--- src/rtl/dma_pkg.sv ---
// rtl/dma_pkg.sv - shared state encoding and mode/transfer constants for the DMA timing engine
package dma_pkg;

    typedef enum logic [2:0] {
        SI = 3'd0,
        S0 = 3'd1,
        S1 = 3'd2,
        S2 = 3'd3,
        S3 = 3'd4,
        S4 = 3'd5
    } dmaState_t;

    localparam logic [1:0] XFER_VERIFY = 2'b00;
    localparam logic [1:0] XFER_WRITE  = 2'b01;
    localparam logic [1:0] XFER_READ   = 2'b10;

    localparam logic [1:0] MODE_DEMAND = 2'b00;
    localparam logic [1:0] MODE_SINGLE = 2'b01;
    localparam logic [1:0] MODE_BLOCK  = 2'b10;

endpackage

--- src/rtl/dma_priority_resolver.sv ---
// rtl/dma_priority_resolver.sv - combinational fixed/rotating priority pick among four DREQ lines
module dma_priority_resolver (
    input  logic [3:0] DREQ,
    input  logic [1:0] rotPtr,
    input  logic       cmdRotate,
    output logic       grantValid,
    output logic [1:0] grantIdx
);

    logic [1:0] base;
    logic [7:0] doubled;
    logic [3:0] rotated;
    logic [1:0] offset;

    // Rotate requests so the highest-priority channel lands at bit 0, pick lowest set bit, rotate back.
    always_comb begin
        base    = cmdRotate ? rotPtr : 2'd0;
        doubled = {DREQ, DREQ} >> base;
        rotated = doubled[3:0];
        if (rotated[0])      offset = 2'd0;
        else if (rotated[1]) offset = 2'd1;
        else if (rotated[2]) offset = 2'd2;
        else                 offset = 2'd3;
        grantValid = |DREQ;
        grantIdx   = base + offset;
    end

endmodule

--- src/rtl/dma_timing_control.sv ---
// rtl/dma_timing_control.sv - DMA request arbitration, HRQ/HLDA handshake and S0-S4 transfer sequencing
module dma_timing_control
    import dma_pkg::*;
(
    input  logic       CLK,
    input  logic       RESET_N,
    input  logic [3:0] DREQ,
    input  logic       HLDA,
    input  logic       EOP_N_IN,
    input  logic       cmdDisable,
    input  logic       cmdRotate,
    input  logic [7:0] modeXfer,
    input  logic [7:0] modeSel,
    input  logic       tcIn,
    output logic       HRQ,
    output logic [3:0] DACK,
    output logic       AEN,
    output logic       ADSTB,
    output logic       MEMR_N,
    output logic       MEMW_N,
    output logic       IOR_N_OUT,
    output logic       IOW_N_OUT,
    output logic       EOP_N_OUT,
    output logic [1:0] activeChannel,
    output logic       programCondition,
    output logic       loadAddr,
    output logic       updateCurrentAddressReg,
    output logic       updateCurrentWordCountReg,
    output logic       intEOP
);

    dmaState_t  state, nextState;
    logic [1:0] rotPtr;
    logic       eopLatch;
    logic       grantValid;
    logic [1:0] grantIdx;
    logic       chReq;
    logic [1:0] chXfer;
    logic [1:0] chMode;
    logic       inXfer;
    logic       terminate;

    dma_priority_resolver u_resolver (
        .DREQ       (DREQ),
        .rotPtr     (rotPtr),
        .cmdRotate  (cmdRotate),
        .grantValid (grantValid),
        .grantIdx   (grantIdx)
    );

    always_comb begin
        chReq     = DREQ[activeChannel];
        chXfer    = modeXfer[{activeChannel, 1'b0} +: 2];
        chMode    = modeSel[{activeChannel, 1'b0} +: 2];
        inXfer    = (state == S1) || (state == S2) || (state == S3) || (state == S4);
        terminate = tcIn || eopLatch;
    end

    always_comb begin
        nextState = state;
        case (state)
            SI: if (!cmdDisable && grantValid) nextState = S0;
            S0: begin
                if (!chReq)     nextState = SI;
                else if (HLDA)  nextState = S1;
            end
            S1: nextState = HLDA ? S2 : SI;
            S2: nextState = HLDA ? S3 : SI;
            S3: nextState = HLDA ? S4 : SI;
            S4: begin
                if (!HLDA || terminate) nextState = SI;
                else if (chMode == MODE_BLOCK) nextState = S1;
                else if (chMode == MODE_DEMAND) nextState = chReq ? S1 : SI;
                else nextState = SI;
            end
            default: nextState = SI;
        endcase
    end

    always_ff @(posedge CLK or negedge RESET_N) begin
        if (!RESET_N) begin
            state         <= SI;
            activeChannel <= 2'd0;
            rotPtr        <= 2'd0;
            eopLatch      <= 1'b0;
        end else begin
            state <= nextState;
            if (state == SI && nextState == S0)
                activeChannel <= grantIdx;
            // Serviced channel drops to lowest priority once its transfer completes normally.
            if (state == S4 && HLDA)
                rotPtr <= activeChannel + 2'd1;
            if (inXfer && HLDA && state != S4)
                eopLatch <= eopLatch || !EOP_N_IN;
            else
                eopLatch <= 1'b0;
        end
    end

    always_comb begin
        HRQ              = (state != SI);
        DACK             = inXfer ? (4'b0001 << activeChannel) : 4'b0000;
        AEN              = inXfer;
        ADSTB            = (state == S1);
        loadAddr         = (state == S1);
        MEMR_N           = !(((state == S2) || (state == S3)) && chXfer == XFER_READ);
        IOR_N_OUT        = !(((state == S2) || (state == S3)) && chXfer == XFER_WRITE);
        IOW_N_OUT        = !((state == S3) && chXfer == XFER_READ);
        MEMW_N           = !((state == S3) && chXfer == XFER_WRITE);
        updateCurrentAddressReg   = (state == S4) && HLDA;
        updateCurrentWordCountReg = (state == S4) && HLDA;
        intEOP           = (state == S4) && HLDA && terminate;
        EOP_N_OUT        = !intEOP;
        // Held at 1 while reset is asserted regardless of HLDA.
        programCondition = (state == SI) && (!HLDA || !RESET_N);
    end

endmodule

--- config.mk ---
export PLATFORM = sky130hd
export DESIGN_NAME = dma_timing_control
export DESIGN_NICKNAME = d
export VERILOG_FILES = /design/src/rtl/dma_pkg.sv /design/src/rtl/dma_priority_resolver.sv /design/src/rtl/dma_timing_control.sv
export SDC_FILE = /design/constraint.sdc
export NUM_CORES = 1
export LEC_CHECK = 0
export CAP_MARGIN = 30
export CORE_ASPECT_RATIO = 1.2
export CORE_UTILIZATION = 35
export CTS_CLUSTER_DIAMETER = 100
export CTS_CLUSTER_SIZE = 14
export DETAILED_ROUTE_END_ITERATION = 16
export PLACE_DENSITY = 0.85
export SYNTH_ARGS = -nofsm -noshare
export SYNTH_HDL_FRONTEND = slang
export SYNTH_HIERARCHICAL = 1
export SYNTH_SLANG_ARGS = --single-unit
--- constraint.sdc ---
create_clock -name CLK -period 1.6 [get_ports CLK]
set_input_delay 0.16 -clock CLK [delete_from_list [all_inputs] [get_ports CLK]]
set_output_delay 0.16 -clock CLK [all_outputs]
set_load 0.1 [all_outputs]
# == After elaboration in Yosys (flattened, before gate mapping) ==
# Cells that the tools add are included.
# word_totals
reg_bits,8
input_bits,27
output_inout_bits,19
wordCells,72
# op_classes
addsub,2
order_cmp,1
eq_ne,10
shifts,4
mux,19
n_reduce_logical,32
# ops
cell,count
$pmux W3 S6,1
$mux W2,8
$shiftx A8 B4 Y2,2
$mux W3,5
$logic_and A1 B1 Y1,11
$logic_not A1 Y1,9
$logic_or A1 B1 Y1,8
$shr A8 B2 Y3,1
$eq A3 B1 Y1 const B,2
$eq A3 B2 Y1 const B,2
$eq A3 B3 Y1 const B,2
$eq A2 B2 Y1 const B,2
$mux W4,1
$reduce_or A4 Y1,1
$shl A1 B2 Y4 const A,1
$logic_not A3 Y1,1
$lt A2 B3 Y1 const B,1
$mux W1,3
$ne A3 B3 Y1 const B,1
$reduce_bool A3 Y1,1
$add A2 B1 Y2 const B,1
$add A2 B2 Y2,1
$bmux W1 S2,1
$eq A2 B1 Y1 const B,1
$logic_not A2 Y1,1

# == Longest topological paths before layout ==
# depth
word_depth,9
ltp_mapped,6
mapped_depth_nobuf,5

# == Modules after synthesis ==
# Netlist, hierarchy kept.
# by_module_without_submodules
module,n_inst,cells_per_inst,area_per_inst_um2,seq_area_each_um2
dma_timing_control,1,65,651.9,200.2
dma_priority_resolver,1,27,202.7,0.0

# == Worst setup path after synthesis ==
# No wires, ideal clock.
# synth_path
path_kind,register to output
start,register eopLatch
end,output port intEOP
arrival_ps,3822
t_required_ps,1440
setup_slack_ps,-2382
path_stages_with_launch,3
path_buffers,0
cell_sequence,dfrtp_1 o21ai_0 inv_1
# synth_via
elab_chain_len,2
# synth_lines
item,line_no,source
"start, declared",dma_timing_control.sv:34,logic eopLatch;
"start signal, assigned",dma_timing_control.sv:94,eopLatch <= eopLatch || !EOP_N_IN;
$logic_or A1 B1 Y1,dma_timing_control.sv:56,terminate = tcIn || eopLatch;
$logic_and A1 B1 Y1,dma_timing_control.sv:112,intEOP = (state == S4) && HLDA && terminate;
"end, declared",dma_timing_control.sv:29,output logic intEOP
# No other way between the ends.

# == Final worst setup path ==
# layout_path
start,register activeChannel[0]
end,output port MEMR_N
# layout_via
elab_chain_len,4
# layout_lines
item,line_no,source
"start, declared",dma_timing_control.sv:24,"output logic [1:0] activeChannel,"
"start signal, assigned",dma_timing_control.sv:89,activeChannel <= grantIdx;
$shiftx A8 B4 Y2,dma_timing_control.sv:53,"chXfer = modeXfer[{activeChannel, 1'b0} +: 2];"
$eq A2 B2 Y1,dma_timing_control.sv:106,MEMR_N = !(((state == S2) || (state == S3)) && chXfer == XFER_READ);
$logic_and A1 B1 Y1,dma_timing_control.sv:106,
$logic_not A1 Y1,dma_timing_control.sv:106,
"end, declared",dma_timing_control.sv:19,"output logic MEMR_N,"
# No other way between the ends.

==> qor.txt <==
Fraction of the cycle the final worst path needs - 1.201
Starting DRT DRC Count - 28
Crit-path max cell delay - 0.56 ns
IO buf count - 45
Height of the die - 56.13 microns
Register area share after synthesis - 0.2343
Maximum VDD drop - 0.001844 V
Syn. warnings - 6
Largest net degree at the start of global routing - 9
LEAKAGE - 0.8399 nW
Clock transition at path regs - 0.06 ns
Diode count - 0
Top delay family on crit path - multiplexers
Pwr Total - 3.179 mW
# IOs - 46
Worst Tran Pin Value - 0.3915 ns
Drt drc - 0
Sink Count - 8
WP data arrival - 1.76 ns
Die ar. - 0.002644 sq mm
Number of buffers and inverters on the critical path - 1
Clock latency on the worst-skew pair - 0.26 ns
H-Tree Depth - 1
Yosys cell types - 35
Final Slew Violations - 0
Mean Syn Cell Area - 9.289 sq um
Failing checks - setup timing
Layout cells sized above 1 - 0.5808
GRT Util Overall - 0.2908
Comb pwr share - 0.831
Setup WS post-layout - -0.3224 ns
Syn Nets - 123
# fillers - 125
DR WL/cell - 19.81 microns
Clk pwr share - 0.054
Vias - 1,127
Cell Int Power - 1.495 mW
Vias in the first global route - 1,157
GP Congestion - 0.8436
Wirelength, routed - 3923 microns
Setup TNS - -2.229 ns
Net switching power - 1.684 mW
Row cnt - 19
DP Area - 0.001805 sq mm
Fin area - 0.001961 sq mm
Fmax - 0.5202 GHz
Post-DP HPWL - 2852 microns
Pre-Repair DR Iteration Count - 4
Synth Cell Area - 854.6 sq um
First-pass GRT wire length - 5340 microns
Initial antenna violation count - 0
Synth Instances - 92
Maximum clock path buffer count - 2
Worst slew margin - 0.7387
Crit Path Class - reg2out
TritonCTS buffer count - 3
Worst Clk Skew - 0.01042 ns
RSZ-0062 raised after global routing - yes
Max-cap violations - 0
Hold Path Class - in2async
Core Region - 0.002306 sq mm
Layout area overhead - 129.4%
Hold Vio Cnt, Final - 0
Cell Pwr Density - 1622 mW/mm^2
Minimum clock period after layout - 1.922 ns
Flops & latches, synth - 8
Switching share of total power - 0.5298
Slowest CP cell - mux4_2
Initial core utilization - 0.3706
Final ANT Viol Nets - 0
CTS tree - yes
Max FO, Critical Path - 3
Final nets - 199
DR vias/cell - 5.692
Die extent in x - 47.11 microns
Root buffer cell - clkbuf_4
Critical Path Sink Type - primary output
CP Cell Sequence - mux4_2 > nor2b_4 > nand2_8 > buf_12
Status - finished with violations
Critical path required time - 1.44 ns
Startpoint types - register
Final setup vio count - 18
Global route overflow - 0
Hold-fix buffers at CTS - 0
Sequential power share - 0.115
-- cells by family (layout without fill, tap and decap cells) --
kind of cell / count (synthesis) / count (layout) / share of synthesized area
and+or+nand+nor: 39 / 39 / 0.2796
xor gates and xnor gates: 1 / 1 / 0.01025
AOI/OAI and AO/OA: 21 / 21 / 0.1889
adders and majority gates: 4 / 4 / 0.05857
DFF: 8 / 8 / 0.2343
muxes: 7 / 7 / 0.1581
buffers and inverters: 12 / 87 / 0.07027
-- synth_stat cells --
cell type	number	share of area
a31oi_1	1	0.0073
and2_1	5	0.037
or3_4	1	0.013
and4b_2	1	0.013
or3b_4	1	0.013
ha_1	4	0.059
mux4_2	4	0.11
buf_6	1	0.013
dfrtp_1	8	0.23
o21bai_1	4	0.035
o21ai_0	2	0.012
xor2_1	1	0.010
a21oi_2	1	0.010
and3b_2	1	0.012
o211ai_1	1	0.0088
o21a_2	1	0.010
a21o_2	1	0.010
nand3b_1	2	0.018
nor3b_1	4	0.035
and4b_1	1	0.012
nand4b_1	1	0.010
o221a_2	1	0.013
a211oi_2	1	0.015
buf_4	2	0.018
a311oi_2	1	0.018
nor2b_1	4	0.029
a211oi_1	2	0.018
o22ai_1	2	0.015
nand2_1	11	0.048
inv_1	9	0.040
a21oi_1	3	0.018
nor2_1	4	0.018
mux2_4	3	0.053
nor4b_1	1	0.010
nand3_1	2	0.012
-- cell usage in the layout, fill, tap and decap left out, types with 3 or more instances in the layout --
master,netlist,layout
buf_4,2,22
nand2_1,11,7
clkbuf_4,0,3
inv_1,9,6
mux2_4,3,3
dfrtp_2,0,5
mux4_2,4,4
nand2_8,0,3
buf_6,1,6
ha_1,4,3
nor2_1,4,4
buf_12,0,19
o21bai_1,4,4
clkdlybuf4s50_1,0,26
and2_4,0,4
-- repair_timing --
item,CTS,global route
resized for setup,12,11
hold endpoints to repair,0,0
endpoints found under the setup margin,15,17
pin swaps,8,4
setup buffers,3,3
-- stage by stage --
stage	instances	utilization	setup WS (ns)	hold WS, ns
5_1_grt	198	0.8502	-0.3631	0.3603
2_1_floorplan	92	-	-0.8699	-0.1356
3_3_place_gp	188	0.7830	-0.2044	0.6003
4_1_cts	195	0.8231	-0.3155	0.3313
3_5_place_dp	188	0.7830	-0.3106	0.6032
6_report	198	0.8502	-0.3224	0.3269
-- sequential cells by signal (all words and copies together), names as in the netlist --
register	flops
rotPtr	2
eopLatch	1
state	3
activeChannel	2
-- cell type report --
class	instances	area [sq um]	area share
flip-flops and latches	8	210.2	0.1072
inverters	9	40.04	0.02042
multi-input cells	72	757.0	0.3861
well taps	31	38.79	0.01978
clock buffers	4	26.28	0.01340
repair buffers	74	888.4	0.4531
-- worst register-to-register path, cell delays in order (launching register included) --
cell	delay (ns)
dfrtp_2	0.42
or3_4	0.42
or3b_4	0.41
mux2_4	0.31
-- metal layers --
layer,global-route usage,up-vias,routed length (microns)
li1,-,491,-
met2,0.5694,85,2245
met1,0.2639,529,1176
met3,0.04870,22,207
met5,0,-,0
met4,0.1224,0,293
-- power by group through the flow --
stage	registers (mW)	clock network [mW]	logic, mW
after floorplan	0.567	0	1.32
after global placement	0.350	0	2.32
after detailed placement	0.357	0	2.37
after CTS	0.360	0.171	2.48
after global routing	0.369	0.183	2.72
final	0.365	0.172	2.64
-- path summary, 6_finish.rpt --
path	from	to	slack [ns]	depth (start not counted)
max in group asynchronous	RESET_N	activeChannel[0]	1.12	2
min in group CLK	EOP_N_IN	eopLatch	0.60	3
worst min-delay path	RESET_N	state[1]	0.33	2
worst max-delay path	activeChannel[0]	MEMR_N	-0.32	4
worst min register to register	rotPtr[1]	rotPtr[1]	0.68	3
worst max register to register	state[1]	activeChannel[0]	-0.09	3
(Power assumes the default switching activity.)
